## config.mk

```make
export PLATFORM = sky130hd
export DESIGN_NAME = irrigation_controller
export DESIGN_NICKNAME = d
export VERILOG_FILES = /design/src/rtl/irrigation_controller.sv
export SDC_FILE = /design/constraint.sdc
export NUM_CORES = 1
export LEC_CHECK = 0
export CELL_PAD_IN_SITES_DETAIL_PLACEMENT = 1
export CELL_PAD_IN_SITES_GLOBAL_PLACEMENT = 1
export CORE_ASPECT_RATIO = 1.2
export CORE_MARGIN = 2
export CORE_UTILIZATION = 23
export CTS_CLUSTER_DIAMETER = 150
export DETAILED_ROUTE_END_ITERATION = 8
export GPL_TIMING_DRIVEN = 0
export MAX_ROUTING_LAYER = met4
export PLACE_DENSITY_LB_ADDON = 0.05
export SYNTH_ARGS = -nofsm -noshare
export SYNTH_HDL_FRONTEND = slang
export SYNTH_SLANG_ARGS = --single-unit
```

## constraint.sdc

```tcl
create_clock -name clk -period 3.3 [get_ports clk]
set_clock_uncertainty 0.2 [all_clocks]
set_input_delay 0.495 -clock clk [delete_from_list [all_inputs] [get_ports clk]]
set_output_delay 0.495 -clock clk [all_outputs]
set_load 0.05 [all_outputs]
```

## src/rtl/irrigation_controller.sv

```systemverilog
// Irrigation controller: tank fill management plus alternating sprinkler/drip
// grants, with a latched fault state for sensor errors and fill timeouts.
module irrigation_controller #(
  parameter int unsigned RUN_CYCLES   = 16,
  parameter int unsigned FILL_TIMEOUT = 64,
  parameter int unsigned CNT_W        = 16
) (
  input  logic       clk,
  input  logic       rstn,
  input  logic       l,
  input  logic       m,
  input  logic       h,
  input  logic       req_as,
  input  logic       req_gt,
  input  logic       fault_clr,
  output logic       valve_in,
  output logic       valve_as,
  output logic       valve_gt,
  output logic       alarm,
  output logic       done,
  output logic [2:0] state
);

  localparam logic [2:0] ST_IDLE   = 3'd0;
  localparam logic [2:0] ST_FILL   = 3'd1;
  localparam logic [2:0] ST_IRR_AS = 3'd2;
  localparam logic [2:0] ST_IRR_GT = 3'd3;
  localparam logic [2:0] ST_FAULT  = 3'd4;

  localparam logic [CNT_W-1:0] RUN_LOAD  = CNT_W'(RUN_CYCLES - 1);
  localparam logic [CNT_W-1:0] FILL_LAST = CNT_W'(FILL_TIMEOUT - 1);

  // Registered input copies; in_vld_q marks that they hold real samples
  logic l_q, m_q, h_q, req_as_q, req_gt_q, fault_clr_q, in_vld_q;

  logic [2:0]       state_q, state_d;
  logic [CNT_W-1:0] cnt_q, cnt_d;
  logic             last_gt_q, last_gt_d;  // 1: last grant went to drip
  logic             done_q, done_d;

  // Decoded tank level
  logic [2:0] lvl_code;
  logic       lv_empty, lv_low, lv_mid, lv_full, lv_fault;
  logic       as_ok, gt_ok, as_lvl_ok, gt_lvl_ok;

  // Level decode and channel eligibility from the registered inputs
  always_comb begin
    lvl_code  = {h_q, m_q, l_q};
    lv_empty  = (lvl_code == 3'b000);
    lv_low    = (lvl_code == 3'b001);
    lv_mid    = (lvl_code == 3'b011);
    lv_full   = (lvl_code == 3'b111);
    lv_fault  = !(lv_empty || lv_low || lv_mid || lv_full);
    as_lvl_ok = lv_mid || lv_full;
    gt_lvl_ok = lv_low || lv_mid || lv_full;
    as_ok     = req_as_q && as_lvl_ok;
    gt_ok     = req_gt_q && gt_lvl_ok;
  end

  // State, counter, arbitration history and input sampling registers
  always_ff @(posedge clk) begin
    if (!rstn) begin
      l_q         <= 1'b0;
      m_q         <= 1'b0;
      h_q         <= 1'b0;
      req_as_q    <= 1'b0;
      req_gt_q    <= 1'b0;
      fault_clr_q <= 1'b0;
      in_vld_q    <= 1'b0;
      state_q     <= ST_IDLE;
      cnt_q       <= '0;
      last_gt_q   <= 1'b1;
      done_q      <= 1'b0;
    end else begin
      l_q         <= l;
      m_q         <= m;
      h_q         <= h;
      req_as_q    <= req_as;
      req_gt_q    <= req_gt;
      fault_clr_q <= fault_clr;
      in_vld_q    <= 1'b1;
      state_q     <= state_d;
      cnt_q       <= cnt_d;
      last_gt_q   <= last_gt_d;
      done_q      <= done_d;
    end
  end

  // Next-state, counter and grant logic
  always_comb begin
    state_d   = state_q;
    cnt_d     = cnt_q;
    last_gt_d = last_gt_q;
    done_d    = 1'b0;
    case (state_q)
      ST_IDLE: begin
        // Input copies still hold reset zeros on the first edge out of reset
        if (!in_vld_q) begin
          state_d = ST_IDLE;
        end else if (lv_fault) begin
          state_d = ST_FAULT;
        end else if (lv_empty) begin
          state_d = ST_FILL;
          cnt_d   = '0;
        end else if (as_ok && (!gt_ok || last_gt_q)) begin
          state_d   = ST_IRR_AS;
          cnt_d     = RUN_LOAD;
          last_gt_d = 1'b0;
        end else if (gt_ok) begin
          state_d   = ST_IRR_GT;
          cnt_d     = RUN_LOAD;
          last_gt_d = 1'b1;
        end
      end
      ST_FILL: begin
        if (lv_fault) begin
          state_d = ST_FAULT;
        end else if (lv_full) begin
          state_d = ST_IDLE;
        end else if (cnt_q == FILL_LAST) begin
          state_d = ST_FAULT;
        end else begin
          cnt_d = cnt_q + CNT_W'(1);
        end
      end
      ST_IRR_AS: begin
        if (lv_fault) begin
          state_d = ST_FAULT;
        end else if (lv_empty) begin
          state_d = ST_FILL;
          cnt_d   = '0;
        end else if (!req_as_q || !as_lvl_ok) begin
          state_d = ST_IDLE;
        end else if (cnt_q == '0) begin
          state_d = ST_IDLE;
          done_d  = 1'b1;
        end else begin
          cnt_d = cnt_q - CNT_W'(1);
        end
      end
      ST_IRR_GT: begin
        if (lv_fault) begin
          state_d = ST_FAULT;
        end else if (lv_empty) begin
          state_d = ST_FILL;
          cnt_d   = '0;
        end else if (!req_gt_q || !gt_lvl_ok) begin
          state_d = ST_IDLE;
        end else if (cnt_q == '0) begin
          state_d = ST_IDLE;
          done_d  = 1'b1;
        end else begin
          cnt_d = cnt_q - CNT_W'(1);
        end
      end
      ST_FAULT: begin
        if (fault_clr_q && !lv_fault) begin
          state_d = ST_IDLE;
        end
      end
      default: begin
        state_d = ST_FAULT;
      end
    endcase
  end

  // Moore output decode from the state register
  always_comb begin
    valve_in = 1'b0;
    valve_as = 1'b0;
    valve_gt = 1'b0;
    alarm    = 1'b0;
    case (state_q)
      ST_FILL:   valve_in = 1'b1;
      ST_IRR_AS: valve_as = 1'b1;
      ST_IRR_GT: valve_gt = 1'b1;
      ST_FAULT:  alarm    = 1'b1;
      default:   ;
    endcase
    state = state_q;
    done  = done_q;
  end

endmodule
```

### Yosys cells after proc, flatten, opt, wreduce, memory -nomap -nowiden

Index checks and enable logic that the tools add are counted.

| storage, ports and cells | value |
|---|---|
| RAM bits | 0 |
| memories kept | 0 |
| logic and storage cells | 109 |
| ROM bits | 0 |
| latch bits | 0 |
| output and inout bits | 8 |
| register bits after elaboration | 28 |

| cells by class | value |
|---|---|
| equal/unequal tests | 21 |
| reductions and logical operators | 26 |
| bitwise gates (word level) | 1 |
| muxes and demuxes | 48 |
| magnitude comparators | 0 |
| multiply operators | 0 |
| add/subtract/negate cells | 2 |
| div/mod/pow operators | 0 |
| shift-type cells | 0 |

Operators by type and width:

| cell | number |
|---|---|
| $mux 16 | 15 |
| $pmux 16 s4 | 1 |
| $mux 3 | 16 |
| $add 16x1->16 const B | 1 |
| $eq 16x6->1 const B | 1 |
| $logic_not 16->1 | 1 |
| $ne 2x2->1 const B | 8 |
| $sub 16x1->16 const B | 1 |
| $pmux 3 s5 | 1 |
| $mux 1 | 14 |
| $reduce_and 11->1 | 1 |
| $eq 3x2->1 const B | 3 |
| $logic_or 1x1->1 | 9 |
| $ne 4x4->1 const B | 2 |
| $eq 3x1->1 const B | 2 |
| $eq 3x3->1 const B | 2 |
| $logic_not 3->1 | 2 |
| $ne 3x3->1 const B | 2 |
| $ne 6x6->1 const B | 1 |
| $logic_not 1->1 | 5 |
| $reduce_and 5->1 | 1 |
| $logic_and 1x1->1 | 4 |
| $reduce_bool 4->1 | 1 |
| $reduce_and 3->1 | 1 |
| 3 further kinds | 3 |

### Logic depth before layout (Yosys ltp)

| depth | value |
|---|---|
| depth after elaboration | 12 |
| mapped depth | 10 |
| mapped depth without buffers | 8 |

### Worst setup path after synthesis

Ideal clock, no wire load.

| timing path | value |
|---|---|
| path type | register -> register |
| from | reg state_q[0], in the netlist state[0] |
| to | reg cnt_q[3] |
| data required time | 3041 ps |
| buffers on the path | 1 |
| library setup time | 59 ps |
| arrival | 2375 ps |
| path slack | 666 ps |
| stages on the path, launching flop included | 10 |
| cell sequence | dfxtp_1 nor2b_1 nand2b_1 inv_1 clkbuf_1 a21oi_1 o41ai_1 o21ai_0 nand4_1 o211a_1 |

| between the ends | value |
|---|---|
| longest elaborated chain between the ends | 3 |
| elaborated cells on any way between the ends | 17 |
| those cells by class | 13 x eq/ne; 1 x mux; 3 x reduce/logical |

Ends and longest elaborated chain:

| item | line | RTL |
|---|---|---|
| start: declaration | 36 | `logic [2:0] state_q, state_d;` |
| start signal: assignment | 82 | `state_q <= state_d;` |
| $eq 3x2->1, or another cell as far along | 95 | `case (state_q)` |
| $ne 3x3->1 (no line), or another cell as far along | -- |  |
| $reduce_and 11->1 (no line) | -- |  |
| end signal: assignment | 83 | `cnt_q <= cnt_d;` |
| end: declaration | 37 | `logic [CNT_W-1:0] cnt_q, cnt_d;` |

Parallel ways exist; a longest one is shown, timed or not.
A chain may end at the register's enable or synchronous reset.

### Worst setup path in the final report

| timing path | value |
|---|---|
| from | reg state_q[1], in the netlist state[1] |
| to | out valve_in |

| between the ends | value |
|---|---|
| longest elaborated chain between the ends | 2 |

Ends and longest elaborated chain:

| item | line | RTL |
|---|---|---|
| $eq 3x1->1 | 173 | `case (state_q)` |
| $mux 1 | 173 |  |
| end: declaration | 16 | `output logic valve_in,` |

No other way between the ends.

==> impl_metrics.py <==
metrics = {
    "timing": {
        "fin_crit_sh_pct": 90.45,
        "period_minus_slack_ns": 2.985,
        "setup_viol": 0,
        "hold_viol_final": 0,
        "relSlewSlack_pct": 58.49,
        "drv_slew": 0,
        "grt_setup_unrepaired": "false",
        "max_freq_mhz": 335.0,
        "worst_pin_slew_ns": 0.6226,
    },
    "synth": {
        "ys.flop_type": "dfxtp_1",
        "ys_seq_area_share_pct": 27.69,
        "synthDistinctLibCells": 58,
        "synth_edf_count": 0,
        "async_reset_ff_share_pct": 0,
        "yosys-top-cells-area": "dfxtp_1 28%, nor2_1 3.5%, a32o_1 3.5%",
        "synth_seq_cells": 28,
        "synthCells": 250,
        "syn_avg_cell_area_um2": 8.098,
        "yosysTopAreaCell": "dfxtp_1",
        "synth_warnings": 0,
        "syn_area_mm2": 0.002024,
        "synth_top_area_share_pct": 27.69,
        "syn-num-nets": 261,
    },
    "detailed_routing": {
        "via_per_inst": 5.286,
        "wl_mm": 6.908,
        "drcViolationCount": 0,
        "first_pass_iters": 4,
        "routed-via-count": 2035,
        "drtIter0Drc": 67,
        "routedWlPerCell_um": 17.94,
        "antenna_left": 0,
    },
    "floorplan": {
        "fp-row-count": 37,
        "io_pins": 16,
        "chipWidth_um": 89.65,
        "dieArea_mm2": 0.009572,
        "core_area_mm2": 0.008564,
        "start_util_pct": 23.64,
        "dieHeight_um": 106.8,
    },
    "clocking": {
        "htree_levels": 1,
        "cts_buffer_depth": 2,
        "clkLatencyLatePin_ns": 0.29,
        "cts_root_buf": "clkbuf_8",
        "cts_tree": "built",
        "path_clk_slew_ns": 0.11,
        "numCtsBuffers": 3,
        "cts.sinks": 28,
        "cts_setup_buffers": 0,
    },
    "global_routing": {
        "met3_usage_pct": 1.694,
        "use_met1_pct": 20.42,
        "grt_antenna_before_repair": 0,
        "grt-busiest-layer": "met2",
        "grt_max_degree": 17,
        "grt_pass1_wl_mm": 11.41,
        "grtUsageMet2_pct": 26.47,
        "grt_overflow": 0,
        "grt_use_total_pct": 15.78,
        "grt_pass1_vias": 2145,
    },
    "run": {
        "drv_cap": 0,
    },
    "finish": {
        "nFillCells": 1028,
        "finalNetCount": 280,
        "largest_register": "cnt_q",
        "largest_reg_flops": 16,
        "final_common_cell": "dfxtp_1",
        "diodes": 0,
        "area_growth_pct": 17.12,
        "drive_gt1_share_pct": 6.343,
        "final_cell_mix": "28 x dfxtp_1, 19 x nor2_1, 17 x clkbuf_1, 17 x nand2_1, 14 x clkdlybuf4s50_1",
        "fin_cells": 385,
        "final_util_pct": 27.68,
    },
    "setup_path": {
        "crit_arrival_ns": 2.29,
        "crit_path_start_kind": "flip-flop",
        "cp_max_fo": 16,
        "critPathCaptureType": "output pin",
        "crit_required_ns": 2.60,
        "critPathKind": "flip-flop to output pin",
    },
    "placement": {
        "port_buffers": 15,
        "dp_hpwl_mm": 5.174,
        "gp_congestion": 0.7293,
        "place_inst": 382,
    },
    "hold_path": {
        "hold_path.class": "flip-flop to flip-flop",
    },
    "power": {
        "ir_worst_vdd_uv": 165.8,
        "leakagePower_nw": 0.8145,
        "power_density_mw_per_mm2": 496.6,
    },
    "outcome": {
        "status": "finished, final reports clean",
    },
}
-- worst max-delay path, cell delays in order, from the launching register on --
cell	delay, ns
dfxtp_1	0.40
nor2b_1	0.24
nand2b_1	0.24
inv_1	0.52
dlygate4sd2_1	0.60
-- layout make-up --
cell class | instances | area (µm²) | area share, %
multi-input combinational | 193 | 1325 | 55.88
inverter | 7 | 26.28 | 1.108
timing repair buffer | 15 | 148.9 | 6.280
tap | 117 | 146.4 | 6.174
sequential | 28 | 560.5 | 23.64
buffer | 21 | 108.9 | 4.591
clock buffer | 4 | 55.05 | 2.322
-- report_power, final --
| part | leakage, nW | switching, W | internal (W) | total [W] |
|---|---|---|---|---|
| Combinational | 0.557 | 0.000356 | 0.000195 | 0.000552 |
| Clock | 0.0288 | 0.000132 | 0.000107 | 0.000240 |
| Sequential | 0.229 | 0.0000239 | 0.000362 | 0.000386 |
-- per-layer routing --
layer	vias up	part of all wire [%]
met3	4	1.4
li1	982	-
met1	1019	48
met2	30	49
met4	0	0.80
met5	-	0
-- synth_stat cells (4+ instances only) --
cell       n
nor2_1    19
o22ai_1    5
o21ai_0   11
a21oi_1    7
nor3_1     4
and3_1     7
and2_1    11
nand3_1   11
xor2_1     6
a32o_1     7
nand2b_1   6
inv_1      7
o21ai_1    6
clkbuf_1  18
nand4_1    5
nor2b_1    6
nand2_1   17
a31oi_1    4
dfxtp_1   28
buf_6      4
-- metrics by stage --
step           hold WS (ns)  worst slack (ns)  TNS [ns]   power, W  instance area, µm²
2_1_floorplan        0.2654            0.6665         0  0.0007884                2024
3_3_place_gp         0.2947          -0.03978  -0.03978  0.0009592                2321
3_5_place_dp         0.3110          -0.02300  -0.02300  0.0009534                2321
4_1_cts              0.3282            0.2834         0   0.001190                2371
5_1_grt              0.3507            0.1914         0   0.001261                2371
6_report             0.3278            0.3153         0   0.001177                2371
-- cell families after synthesis --
logic type / count (synthesis) / share of synthesized area (%)
muxes: 2 / 0.9889
AOI/OAI and AO/OA: 76 / 29.24
xor gates and xnor gates: 7 / 3.028
adders and majority gates: 3 / 1.854
and+or+nand+nor: 105 / 30.35
buffers and inverters: 29 / 6.860
DFF: 28 / 27.69
-- timing repair --
action,4_1_cts,5_1_grt
gates resized for setup,1,0
setup endpoints to repair,1,0
hold buffers,0,0
-- worst paths after layout --
kind	startpoint	end	slack, ns	depth (start not counted)
worst max register to register	cnt_q[0]	cnt_q[11]	0.43	9
worst min-delay path	last_gt_q	last_gt_q	0.33	1
worst min register to register	last_gt_q	last_gt_q	0.33	1
worst max-delay path	state[1]	valve_in	0.32	4
Power figures use the tool's default switching activity.
